[src/rtl/ptw_pkg.sv]
// Shared PTW definitions: FSM state encoding, PTE bit positions
// and the default physical address width for the Sv32 walkers.
package ptw_pkg;

  localparam int PTW_ADDR_W = 32;

  typedef logic [0:0] state_t;

  localparam state_t IDLE  = 1'b0;
  localparam state_t ISSUE = 1'b1;

  localparam int PTE_V = 0;
  localparam int PTE_R = 1;
  localparam int PTE_W = 2;
  localparam int PTE_X = 3;
  localparam int PTE_U = 4;
  localparam int PTE_G = 5;
  localparam int PTE_A = 6;
  localparam int PTE_D = 7;

endpackage

[src/rtl/ptw_arbiter_rr_pick.sv]
// Combinational round-robin picker: first set bit of req at or after ptr,
// wrapping modulo N. Ports: req, ptr in; one-hot gnt and its index idx out.
module rr_pick #(
  parameter int N  = 2,
  parameter int IW = $clog2(N)
) (
  input  logic [N-1:0]  req,
  input  logic [IW-1:0] ptr,
  output logic [N-1:0]  gnt,
  output logic [IW-1:0] idx
);

  logic          found;
  logic [IW:0]   s;
  logic [IW-1:0] j;

  always_comb begin
    gnt   = '0;
    idx   = '0;
    found = 1'b0;
    s     = '0;
    j     = '0;
    for (int k = 0; k < N; k++) begin
      s = {1'b0, ptr} + (IW+1)'(k);
      if (s >= (IW+1)'(N))
        s = s - (IW+1)'(N);
      j = s[IW-1:0];
      if (!found && req[j]) begin
        gnt[j] = 1'b1;
        idx    = j;
        found  = 1'b1;
      end
    end
  end

endmodule

[src/rtl/ptw_arbiter.sv]
// Round-robin share of one PTW memory read port among N_REQ MMU walkers.
// Ports: req_valid/req_addr in, req_ack/req_rdata out (walker side);
// mem_req/mem_addr out, mem_rdata/mem_ack in (memory side);
// busy, grant_id, timeout_err status. Optional watchdog: PTW_TIMEOUT_EN.
module ptw_arbiter
  import ptw_pkg::*;
#(
  parameter int N_REQ          = 2,
  parameter int ADDR_W         = PTW_ADDR_W,
  parameter int TIMEOUT_CYCLES = 256
) (
  input  logic                    clk,
  input  logic                    rst_n,
  input  logic [N_REQ-1:0]        req_valid,
  input  logic [N_REQ*ADDR_W-1:0] req_addr,
  output logic [N_REQ-1:0]        req_ack,
  output logic [31:0]             req_rdata,
  output logic                    mem_req,
  output logic [ADDR_W-1:0]       mem_addr,
  input  logic [31:0]             mem_rdata,
  input  logic                    mem_ack,
  output logic                    busy,
  output logic [$clog2(N_REQ)-1:0] grant_id,
  output logic                    timeout_err
);

  localparam int IW = $clog2(N_REQ);

  state_t           state;
  logic [IW-1:0]    owner;
  logic [IW-1:0]    rr_ptr;
  logic [IW-1:0]    nxt_ptr;
  logic [N_REQ-1:0] owner_oh;
  logic             owner_live;
  logic [ADDR_W-1:0] addr_q;

  logic [N_REQ-1:0] pick_gnt;
  logic [IW-1:0]    pick_idx;
  logic [ADDR_W-1:0] addr_arr [N_REQ];

  logic in_issue;
  logic owner_req;
  logic to_fire;
  logic done;

  for (genvar g = 0; g < N_REQ; g++) begin : g_addr
    assign addr_arr[g] = req_addr[g*ADDR_W +: ADDR_W];
  end

  rr_pick #(
    .N (N_REQ)
  ) u_pick (
    .req (req_valid),
    .ptr (rr_ptr),
    .gnt (pick_gnt),
    .idx (pick_idx)
  );

  assign in_issue  = (state == ISSUE);
  assign owner_req = |(req_valid & owner_oh);
  assign done      = in_issue && (mem_ack || to_fire);
  assign nxt_ptr   = (owner == IW'(N_REQ-1)) ? '0
                   : owner + IW'(1);

`ifdef PTW_TIMEOUT_EN
  localparam int TW =
    (TIMEOUT_CYCLES > 1) ? $clog2(TIMEOUT_CYCLES) : 1;

  logic [TW-1:0] tcnt;

  // Held at zero outside ISSUE, so the first ISSUE cycle counts as 0.
  always_ff @(posedge clk or negedge rst_n) begin
    if (!rst_n)
      tcnt <= '0;
    else if (!in_issue)
      tcnt <= '0;
    else if (!mem_ack)
      tcnt <= tcnt + TW'(1);
  end

  assign to_fire = in_issue && !mem_ack
                && (tcnt == TW'(TIMEOUT_CYCLES-1));
  assign timeout_err = to_fire;
`else
  assign to_fire     = 1'b0;
  assign timeout_err = 1'b0;
`endif

  // A dropped owner still completes the bus read; only the return is
  // suppressed. Gating with req_valid covers the drop cycle itself.
  assign req_ack = (done && owner_live)
                 ? (req_valid & owner_oh) : '0;
  assign req_rdata = (done && owner_live && mem_ack)
                   ? mem_rdata : 32'h0;

  assign mem_req  = in_issue;
  assign busy     = in_issue;
  assign mem_addr = addr_q;
  assign grant_id = owner;

  always_ff @(posedge clk or negedge rst_n) begin
    if (!rst_n) begin
      state      <= IDLE;
      owner      <= '0;
      owner_oh   <= '0;
      owner_live <= 1'b0;
      rr_ptr     <= '0;
      addr_q     <= '0;
    end else begin
      unique case (state)
        IDLE: begin
          if (|req_valid) begin
            owner      <= pick_idx;
            owner_oh   <= pick_gnt;
            addr_q     <= addr_arr[pick_idx];
            owner_live <= 1'b1;
            state      <= ISSUE;
          end
        end
        ISSUE: begin
          if (!owner_req)
            owner_live <= 1'b0;
          if (done) begin
            rr_ptr <= nxt_ptr;
            state  <= IDLE;
          end
        end
        default: state <= IDLE;
      endcase
    end
  end

`ifndef SYNTHESIS
`ifndef PTW_TIMEOUT_EN
  a_no_idle_ack: assert property (
    @(posedge clk) disable iff (!rst_n)
    !(mem_ack && !in_issue));
`endif
`endif

endmodule

[config.mk]
export PLATFORM = sky130hd
export DESIGN_NAME = ptw_arbiter
export DESIGN_NICKNAME = d
export VERILOG_FILES = /design/src/rtl/ptw_pkg.sv /design/src/rtl/ptw_arbiter_rr_pick.sv /design/src/rtl/ptw_arbiter.sv
export SDC_FILE = /design/constraint.sdc
export NUM_CORES = 1
export LEC_CHECK = 0
export ABC_AREA = 1
export CORE_MARGIN = 2
export CORE_UTILIZATION = 38
export CTS_CLUSTER_DIAMETER = 50
export DETAILED_ROUTE_END_ITERATION = 8
export PLACE_DENSITY = 0.86
export SLEW_MARGIN = 20
export SYNTH_ARGS = -nofsm -noshare
export SYNTH_HDL_FRONTEND = slang
export SYNTH_SLANG_ARGS = --single-unit
[constraint.sdc]
create_clock -name clk -period 1.96 [get_ports clk]
set_clock_uncertainty 0.05 [all_clocks]
set_input_delay 0.294 -clock clk [delete_from_list [all_inputs] [get_ports clk]]
set_output_delay 0.294 -clock clk [all_outputs]
set_load 0.01 [all_outputs]
Word-level counts from Yosys, hierarchy flattened. Index checks and enable logic that the tools add are counted. Widths: inputs -> output; s select.

Output and inout bits: 70. Bits in registers: 38. Input port bits: 101. Word-level logic and storage cells: 62.

Order comparisons: 7. Reduce and logical (&&, ||, !) cells: 12. Eq/ne operators: 2. $add $sub $neg: 4. Multiplexer cells: 27. Bitwise gates (word level): 4.

Operators with widths (count): $mux 32 (4); $mux 1 (16); $logic_and 1x1->1 (6); $mux 2 (3); $reduce_and 2->1 (3); $ge 2x2->1 const B (2); $lt 1x2->1 const B (2); $ne 2x2->1 const B (2); $pmux 1 s2 (2); $reduce_or 2->1 (2); $add 1x1->2 const B (1); $and 2x2->2 (1); $demux 1 s1 (2); $ge 1x1->1 const B (2); $ge 1x2->1 const B (1); $not 1->2 (1); $or 2x2->2 (1); $sub 1x1->1 const B (2); $add 1x1->1 const B (1); $logic_not 1->1 (1); $not 1->1 (1).

Longest topological paths before layout.
Depth after elaboration: 12. Gate-level depth with buffers: 7. Gate-level depth less buffers: 5.

Modules after synthesis. Synthesis repeated with hierarchy kept, for this count alone.

Cells, all modules: 345. Area total of the unflattened synthesis: 2185.8 um^2.

Modules (own cells, without submodules): ptw_arbiter (seq. area each 950.9 um^2, area an instance 2162.1 um^2, times used 1, cells each 339); rr_pick (seq. area each 0.0 um^2, area an instance 23.8 um^2, times used 1, cells each 6).

Least setup slack after synthesis. Ideal clock, no wire load.

Kind: register to output. From: register state, in the netlist busy. To: output port req_rdata[10]. Setup slack: 0.493 ns. Path buffers: 2. Arrival time: 1.123 ns. Required time: 1.616 ns. Cell stages (with the launch flop): 5. Path through: dfrtp_1 -> clkbuf_2 -> nand3_1 -> buf_2 -> nor2_1.

Word-level cells in the longest chain between the ends: 4.

Ends and longest elaborated chain: from (decl) (line ptw_arbiter.sv:29) `state_t state;`; from (signal assigned) (line ptw_arbiter.sv:103) `state <= IDLE;`; from (signal assigned) (line ptw_arbiter.sv:117) `state <= ISSUE;`; from (signal assigned) (line ptw_arbiter.sv:125) `state <= IDLE;`; $logic_and 1x1->1 (line ptw_arbiter.sv:61) `assign done = in_issue && (mem_ack || to_fire);`; $logic_and 1x1->1 (2 in a row) (line ptw_arbiter.sv:93) `assign req_rdata = (done && owner_live && mem_ack)`; $mux 32 (line ptw_arbiter.sv:94) `? mem_rdata : 32'h0;`; to (decl) (line ptw_arbiter.sv:17) `output logic [31:0] req_rdata,`.

Every way passes these cells.

Worst setup path in the final report.
From: input port mem_ack. To: output port req_rdata[20].

Word-level cells in the longest chain between the ends: 4.

Ends and longest elaborated chain: from (decl) (line ptw_arbiter.sv:21) `input logic mem_ack,`; $logic_and 1x1->1 (line ptw_arbiter.sv:61); $logic_and 1x1->1 (line ptw_arbiter.sv:93); $logic_and 1x1->1 * (line ptw_arbiter.sv:93); $mux 32 * (line ptw_arbiter.sv:94).

Every way passes the cells marked *; elsewhere a longest branch is shown, timed or not.

==> impl_metrics.yaml <==
logic_synthesis:
  seq_area_frac_synth_pct: 39.1
  syn_nets: 481
  synth.area.mux_share_pct: 0
  synth_fa_ha_area_share_pct: 0
  synth_compound_area_share_pct: 0.875
  synth_xor_area_share_pct: 0
  yosys.area_share.simple_pct: 38.3
  netlist_instances: 380
  syn_area_um2: 2430
  synth_top_family_by_area: "simple AND/OR/NAND/NOR gates"
  yosys_warnings: 0
  yosysUniqueCellTypes: 15
  ys_ff_latch: 38
  synth.avg_cell_area_um2: 6.40
layout:
  diodes: 0
  nets: 652
  final_area_um2: 4300
  areaGrowthSynthToFinish_pct: 77.0
  final_cell_mix: "clkdlybuf4s50_1 (134), inv_1 (100), nand3_1 (99)"
  final_common_cell: "clkdlybuf4s50_1"
  drive_gt1_share_pct: 5.44
clock_network:
  cts_made_buffers: 5
  ctsLongestPathBuffers: 2
  cts_tree: "yes"
  clock_latency_ns: 0.28
  clkTransAtPathRegs_ns: 0.07
  htreeDepth: 2
  cts_root_buffer: "clkbuf_8"
  clock-sinks: 38
  post_cts.repair.setup_buffers: 0
floorplan:
  core_um2: 6280
  die_x_um: 84.0
  io-pin-count: 171
  dieArea_um2: 7050
  die-height_um: 84.0
  num_rows: 29
  start_util_pct: 38.7
critical_path:
  required_ns: 1.62
  worst_setup_path_start_kind: "input pin"
  worstPathMaxFanout: 32
  crit_path_end_kind: "primary output"
  crit_family: "buffers and inverters"
  critPathKind: "in2out"
  worst-endpoint-arrival_ns: 1.48
  r2r_start: "busy$_DFF_PN0_"
  reg2reg_slack_ns: 0.39
  path_buf_inv: 3
  critPathLaunch: "mem_ack"
  max_stage_delay_ns: 0.50
  crit_chain: "clkdlybuf4s50_1 -> nand3_2 -> buf_12 -> nor2_1 -> dlygate4sd2_1"
  slowest_stage: "clkdlybuf4s50_1"
drt:
  vias: 2908
  drtIter0Drc: 69
  drt_pass1_iterations: 4
  wl_mm: 7.80
  viasPerCell: 4.63
  ant_nets: 0
  routedWlPerCell_um: 12.4
  route.detailed.drc: 0
pwr:
  cellLeakagePower_uw: 0.00245
  p_per_area_nw_per_um2: 915
  ir_drop_mv: 0.547
  finalPower_uw: 3940
placed_design:
  dpl.hpwl_mm: 5.91
  placed_area_um2: 4250
  dp_slack_ns: -0.193
  gp_congestion: 0.825
  place.port_buffers: 169
global_route:
  antenna_found_initial: 0
  grt_max_degree: 39
  overflow: 0
  grt_pass1_wl_mm: 13.0
  grt_pass1_vias: 2951
  track_usage_pct: 22.2
sta:
  fmax_mhz: 548
  hold_viol: 0
  timing.final.crit_share_pct: 93.0
  maxSlewViolCount: 0
  layout_setup_ws_ns: 0.136
  layout_min_cycle_time_ns: 1.82
  rsz0062_at_grt: "false"
  setup_viol: 0
worst_hold_path:
  worstHoldStart: "owner_oh[0]$_DFFE_PN0P_"
  hold_path_class: "reg2reg"
job:
  maxCapViolCount: 0
run_status:
  status: "finished clean"
-- routing by layer --
metal / global-route usage (%) / wire length (um) / part of all wire [%] / vias to the layer above
met5: 0 / 0 / 0 / -
met4: 8.50 / 211 / 2.7 / 0
met3: 5.34 / 514 / 6.6 / 22
met2: 39.5 / 3800 / 49 / 120
met1: 25.8 / 3270 / 42 / 1304
li1: - / - / - / 1462
-- Yosys cell counts --
| master | count | area share, % |
|---|---|---|
| nand3_1 | 100 | 21 |
| clkbuf_1 | 3 | 0.46 |
| conb_1 | 1 | 0.15 |
| buf_2 | 12 | 2.5 |
| inv_1 | 100 | 15 |
| inv_2 | 1 | 0.15 |
| a21oi_1 | 1 | 0.21 |
| clkbuf_2 | 1 | 0.21 |
| o21ai_0 | 2 | 0.41 |
| buf_4 | 9 | 2.8 |
| a31oi_1 | 1 | 0.26 |
| nand2_1 | 75 | 12 |
| dfrtp_1 | 38 | 39 |
| nor2_1 | 34 | 5.2 |
| nor2_4 | 2 | 0.93 |
-- worst min-delay path, stage by stage (launching register included) --
cell	delay (ns)
dfrtp_1	0.35
nand2_1	0.05
nand2_1	0.04
-- area by class of cell --
class                           count  area, um2
Clock buffer                        6       72.6
Clock inverter                      1       7.51
Fill cell                         557       1970
Inverter                          101        379
Multi-Input combinational cell    216        962
Sequential cell                    38        951
Tap cell                           77       96.3
Timing Repair Buffer              189       1830
-- final timing paths --
path,end,cells after the start
setup / recovery,req_rdata[20],5
hold / removal,owner_oh[0]$_DFFE_PN0P_,2
setup reg to reg,mem_addr[15]$_DFFE_PN0P_,5
hold reg to reg,owner_oh[0]$_DFFE_PN0P_,2
max in group asynchronous,owner_live$_DFFE_PN0P_,3
min in group asynchronous,mem_addr[23]$_DFFE_PN0P_,3
-- where the power goes --
group          switching, uW  internal, uW  total (uW)
logic                    978          1120        2100
registers                205          1130        1330
clock network            256           244         499
total                   1440          2500        3940
-- registers in the layout (all words and copies together), names as in the netlist --
signal      count
owner_live      1
busy            1
grant_id        1
mem_addr       32
owner_oh        2
rr_ptr          1
-- stage by stage --
stage | instances | hold slack [ns] | TNS (ns) | utilization [%]
floorplan | 380 | -0.0516 | 0 | -
detailed placement | 620 | 0.226 | -4.92 | 67.7
global route | 628 | 0.445 | 0 | 68.5
finish | 628 | 0.426 | 0 | 68.5
global placement | 620 | 0.222 | -3.65 | 67.7
CTS | 628 | 0.426 | 0 | 68.5
-- cell families after synthesis --
family / count (synthesis)
AND/OR/NAND/NOR: 211
buffers and inverters: 126
other: 1
flip-flops: 38
AO/OA/AOI/OAI: 4
-- repair_timing --
item	4_1_cts	5_1_grt
hold buffers	1	0
endpoints found under the hold margin	38	0
endpoints found under the setup margin	34	0
resized for setup	35	0
(Power assumes the default switching activity.)
